**src/rtl/mem_load_queue.sv**
```systemverilog
// MEM-stage tracker for outstanding SRAM-like data requests.
// Responses come back in order and load data is aligned and extended here before WB sees it.
module mem_load_queue #(
  parameter int unsigned DEPTH = 4,
  parameter int unsigned TAG_W = 37
) (
  input  logic                     clk,
  input  logic                     resetn,
  input  logic                     req_fire,
  input  logic [2:0]               req_op,
  input  logic [1:0]               req_addr_lo,
  input  logic [TAG_W-1:0]         req_tag,
  output logic                     can_issue,
  input  logic                     data_ok,
  input  logic [31:0]              rdata,
  input  logic                     flush,
  output logic                     resp_valid,
  input  logic                     resp_ready,
  output logic [31:0]              resp_data,
  output logic                     resp_is_store,
  output logic [TAG_W-1:0]         resp_tag,
  output logic [$clog2(DEPTH):0]   outstanding,
  output logic                     err_unexp
);

  localparam int unsigned AW = $clog2(DEPTH);
  localparam int unsigned PW = AW + 1;

  typedef enum logic [1:0] {ST_FREE, ST_WAIT, ST_DONE} ent_state_e;

  ent_state_e        st_q     [DEPTH];
  logic [DEPTH-1:0]  discard_q;
  logic [2:0]        op_q     [DEPTH];
  logic [1:0]        lo_q     [DEPTH];
  logic [TAG_W-1:0]  tag_q    [DEPTH];
  logic [31:0]       rdata_q  [DEPTH];

  logic [PW-1:0] tail_q, fill_q, head_q, count;
  logic [AW-1:0] tail_idx, fill_idx, head_idx;
  logic          full, alloc, fill_en, retire;

  assign tail_idx = tail_q[AW-1:0];
  assign fill_idx = fill_q[AW-1:0];
  assign head_idx = head_q[AW-1:0];
  assign count    = tail_q - head_q;
  assign full     = (count == PW'(DEPTH));
  assign alloc    = req_fire & ~full;
  assign fill_en  = data_ok & (fill_q != tail_q);
  assign retire   = (head_q != fill_q) & (discard_q[head_idx] | resp_ready);

  assign can_issue   = ~full;
  assign outstanding = count;

  // Control state: pointers, entry states, discard bits, sticky error.
  always_ff @(posedge clk) begin
    if (!resetn) begin
      tail_q    <= '0;
      fill_q    <= '0;
      head_q    <= '0;
      discard_q <= '0;
      err_unexp <= 1'b0;
      for (int unsigned i = 0; i < DEPTH; i++) st_q[i] <= ST_FREE;
    end else begin
      if (flush) discard_q <= '1;
      if (retire) begin
        st_q[head_idx] <= ST_FREE;
        head_q         <= head_q + PW'(1);
      end
      if (fill_en) begin
        st_q[fill_idx] <= ST_DONE;
        fill_q         <= fill_q + PW'(1);
      end
      if (alloc) begin
        st_q[tail_idx]      <= ST_WAIT;
        discard_q[tail_idx] <= flush;
        tail_q              <= tail_q + PW'(1);
      end
      if ((req_fire & full) | (data_ok & (fill_q == tail_q))) err_unexp <= 1'b1;
    end
  end

  // Payload storage; only meaningful while the entry is live, so no reset.
  always_ff @(posedge clk) begin
    if (alloc) begin
      op_q[tail_idx]  <= req_op;
      lo_q[tail_idx]  <= req_addr_lo;
      tag_q[tail_idx] <= req_tag;
    end
    if (fill_en) rdata_q[fill_idx] <= rdata;
  end

  logic [31:0] h_rd;
  logic [2:0]  h_op;
  logic [1:0]  h_lo;
  logic [7:0]  byte_v;
  logic [15:0] half_v;

  // Head extraction: byte/half select then sign or zero extension.
  always_comb begin
    h_rd   = rdata_q[head_idx];
    h_op   = op_q[head_idx];
    h_lo   = lo_q[head_idx];
    byte_v = h_rd[7:0];
    case (h_lo)
      2'd1:    byte_v = h_rd[15:8];
      2'd2:    byte_v = h_rd[23:16];
      2'd3:    byte_v = h_rd[31:24];
      default: byte_v = h_rd[7:0];
    endcase
    half_v    = h_lo[1] ? h_rd[31:16] : h_rd[15:0];
    resp_data = h_rd;
    case (h_op)
      3'b001:  resp_data = {{24{byte_v[7]}}, byte_v};
      3'b010:  resp_data = {24'd0, byte_v};
      3'b011:  resp_data = {{16{half_v[15]}}, half_v};
      3'b100:  resp_data = {16'd0, half_v};
      3'b101:  resp_data = 32'd0;
      default: resp_data = h_rd;
    endcase
  end

  assign resp_valid    = (st_q[head_idx] == ST_DONE) & ~discard_q[head_idx];
  assign resp_is_store = (h_op == 3'b101);
  assign resp_tag      = tag_q[head_idx];

endmodule

```
**config.mk**
```make
export PLATFORM = sky130hd
export DESIGN_NAME = mem_load_queue
export DESIGN_NICKNAME = d
export VERILOG_FILES = /design/src/rtl/mem_load_queue.sv
export SDC_FILE = /design/constraint.sdc
export NUM_CORES = 1
export LEC_CHECK = 0
export ABC_AREA = 1
export BUFFER_PORTS_ARGS = -buffer_cell sky130_fd_sc_hd__buf_2
export CORE_ASPECT_RATIO = 1.75
export CORE_MARGIN = 4
export CORE_UTILIZATION = 50
export DETAILED_ROUTE_END_ITERATION = 10
export GPL_TIMING_DRIVEN = 0
export PLACE_DENSITY = 0.69
export SYNTH_ARGS = -nofsm -noshare
export SYNTH_HDL_FRONTEND = slang
export SYNTH_SLANG_ARGS = --single-unit
```
**constraint.sdc**
```tcl
create_clock -name clk -period 5.65 [get_ports clk]
set_input_delay 0.2825 -clock clk [delete_from_list [all_inputs] [get_ports clk]]
set_output_delay 0.2825 -clock clk [all_outputs]
set_load 0.1 [all_outputs]
```
==> results.sh <==
export IMPL_synth_area_mux_share=0
export IMPL_netlist_area_mm2=0.0136
export IMPL_synth_nets=1283
export IMPL_critPathCaptureType="output pin"
export IMPL_max_stage_delay_ns=0.47
export IMPL_synth_compound_area_share=0.0724
export IMPL_synth_edf_count=296
export IMPL_hold_path_class="input port to flip-flop"
export IMPL_synth_ff_type="edfxtp_1"
export IMPL_ant_nets=0
export IMPL_path_cells="inv_2 > buf_6 > buf_2 > buf_2 > clkbuf_1 > o21ai_0 > o22ai_1 > buf_2"
export IMPL_grt_util_all_layers=0.218
export IMPL_grt_pass1_wl_um=51000
export IMPL_post_drt_via_cell_ratio=5.32
export IMPL_final_util=0.623
export IMPL_timing_setup_tns_ns=0
export IMPL_synth_xor_area_share=0.00515
export IMPL_post_route_drc_count=0
export IMPL_synth_seq_area_share=0.689
export IMPL_h_tree_depth=1
export IMPL_drive_gt1_frac=0.200
export IMPL_antenna_cells=0
export IMPL_post_cts_buffers=0
export IMPL_fillCellCount=2133
export IMPL_placeableCoreArea_mm2=0.0267
export IMPL_crit_path_start_kind="flip-flop"
export IMPL_synth_top_family_by_area="simple AND/OR/NAND/NOR gates"
export IMPL_gp_congestion=0.904
export IMPL_drv_cap=0
export IMPL_grt_max_degree=36
export IMPL_first_pass_iters=5
export IMPL_num_vias=9611
export IMPL_syn_inst=1192
export IMPL_portBuffers=155
export IMPL_outcome="complete, no violations"
export IMPL_syn_to_final_growth_pct=22.3
export IMPL_skew_ns=0.0197
export IMPL_die_h_um=226
export IMPL_synth_seq_cells=320
export IMPL_yosys_area_share_simple=0.179
export IMPL_ctsLongestPathBuffers=3
export IMPL_rsz0062_at_grt="no"
export IMPL_cp_arrival_ns=3.08
export IMPL_fmax_ghz=0.298
export IMPL_worst_pin_slew_ns=0.833
export IMPL_ys_warn_count=0
export IMPL_rows=79
export IMPL_relSlewSlack=0.444
export IMPL_final_nets=1550
export IMPL_die_area_mm2=0.0300
export IMPL_setup_violations=0
export IMPL_min_period_over_period=0.594
export IMPL_clk_latency_ns=0.56
export IMPL_gr_total_overflow=0
export IMPL_die_w_um=133
export IMPL_hold_viol_final=0
export IMPL_synthArstFlopShare=0
export IMPL_ios=156
export IMPL_antenna_found_initial=0
export IMPL_cts_root_buffer="clkbuf_16"
export IMPL_crit_type="flip-flop to output pin"
export IMPL_ys_types=38
export IMPL_maxSlewViolCount=0
export IMPL_cts_tree="built"
export IMPL_reg2reg_from="tail_q[0]"
export IMPL_start_util=0.509
export IMPL_period_needed_ns=3.36
export IMPL_crit_required_ns=5.37
export IMPL_grt_pass1_vias=9756
export IMPL_wire_per_inst_um=18.4
export IMPL_clkTransAtPathRegs_ns=0.07
export IMPL_syn_area_per_cell_um2=11.4
export IMPL_hpwl_um=22300
export IMPL_crit_family="buffers and inverters"
export IMPL_cp_num_buf_inv=6
export IMPL_synth_adder_area_share=0.0107
export IMPL_drt_total_wl_um=33200
export IMPL_drt_initial_drc_count=643
export IMPL_hold_path_startpoint="data_ok"
export IMPL_cts_inserted_buffers=28
export IMPL_crit_path_top_delay_cell="buf_2"
export IMPL_crit_top_cell="buf_2"
export IMPL_clock_sinks=320
export IMPL_cp_max_fo=10
-- sequential cells by signal, indices dropped and copies added (netlist names), named ones only --
signal	cells
fill_q	3
st_q	8
err_unexp	1
discard_q	4
head_q	3
lo_q	8
op_q	12
tail_q	3
rdata_q	128
tag_q	148
-- worst register-to-register path: stages (launching register included) --
cell and delay, ns:
dfxtp_1 0.44, inv_1 0.13, ha_1 0.23, fa_1 0.38, xnor2_1 0.15, xnor2_1 0.17
nand3_2 0.15, nand3_1 0.16, inv_2 0.36, buf_12 0.26
-- cells by family (layout without fill, tap and decap cells) --
family,count (synthesis),after routing
XOR/XNOR,8,8
buffers and inverters,112,401
AO/OA/AOI/OAI,179,179
AND/OR/NAND/NOR,562,562
adder cells (fa/ha/maj),11,11
flip-flops,320,320
-- area by class of cell --
type	count	area (um^2)	area share
tap	324	405	0.0244
clock buffer	34	744	0.0448
buffer	60	395	0.0238
timing repair buffer	237	1670	0.100
inverter	52	198	0.0119
sequential	320	9370	0.563
clock inverter	18	195	0.0117
multi-input combinational	760	3660	0.220
-- cells in the mapped netlist (10+ instances only) --
cell      number  area (um^2)
nand3_1       59          295
buf_6         11          124
nor2_1       201          754
dfxtp_1       24          480
a21oi_1       17         85.1
nand3_2       24          240
o22ai_1       37          231
o21ai_1       16         80.1
buf_2         17         85.1
edfxtp_1     296         8890
o21ai_0      100          500
nand2_1      258          968
inv_1         44          165
clkbuf_1      22         82.6
ha_1          10          125
-- what timing repair did --
item                      4_1_cts  5_1_grt
resized for setup               0        0
hold buffers                   75        0
hold endpoints to repair      297        0
-- per-stage QoR --
| stage | setup WS [ns] | cell area [um^2] | hold WS [ns] | cells |
|---|---|---|---|---|
| after detailed placement | 2.88 | 14900 | 0.454 | 1678 |
| after CTS | 2.30 | 16600 | 0.0318 | 1805 |
| after global routing | 2.18 | 16600 | 0.0663 | 1805 |
| after floorplan | 0.246 | 13600 | 0.381 | 1192 |
| final | 2.29 | 16600 | 0.0498 | 1805 |
| after global placement | 1.50 | 14800 | 0.444 | 1671 |
-- cells in the final DEF (no fill, tap or decap), drive strengths merged --
cell type,instances
o22ai,37
a31oi,2
dlygate4sd3,75
dfxtp,24
nor2,203
nand3,84
clkinv,11
a21oi,17
edfxtp,296
bufinv,4
xnor2,6
o21ba,1
o211ai,5
nand2,267
ha,10
inv,52
o21bai,1
nand3b,1
nand4,6
o21ai,116
buf,200
clkbuf,56
nor3b,1
fa,1
clkinvlp,3
xor2,2
-- path summary, 6_finish.rpt --
path	to	slack, ns	depth (start not counted)
worst max register to register	op_q[2][0]	2.90	9
worst max-delay path	resp_tag[33]	2.29	8
worst min register to register	st_q[0][1]	0.47	2
worst min-delay path	err_unexp	0.05	3
-- per-layer routing --
layer	global-route usage	vias up	wire length, um
met3	0.0361	83	1780
met2	0.419	316	18000
li1	-	4666	-
met5	0	-	0
met1	0.232	4546	12200
met4	0.0966	0	1290
Power is not shown: default switching activity piles up to over one toggle a cycle in this logic, so the estimate is an artifact.
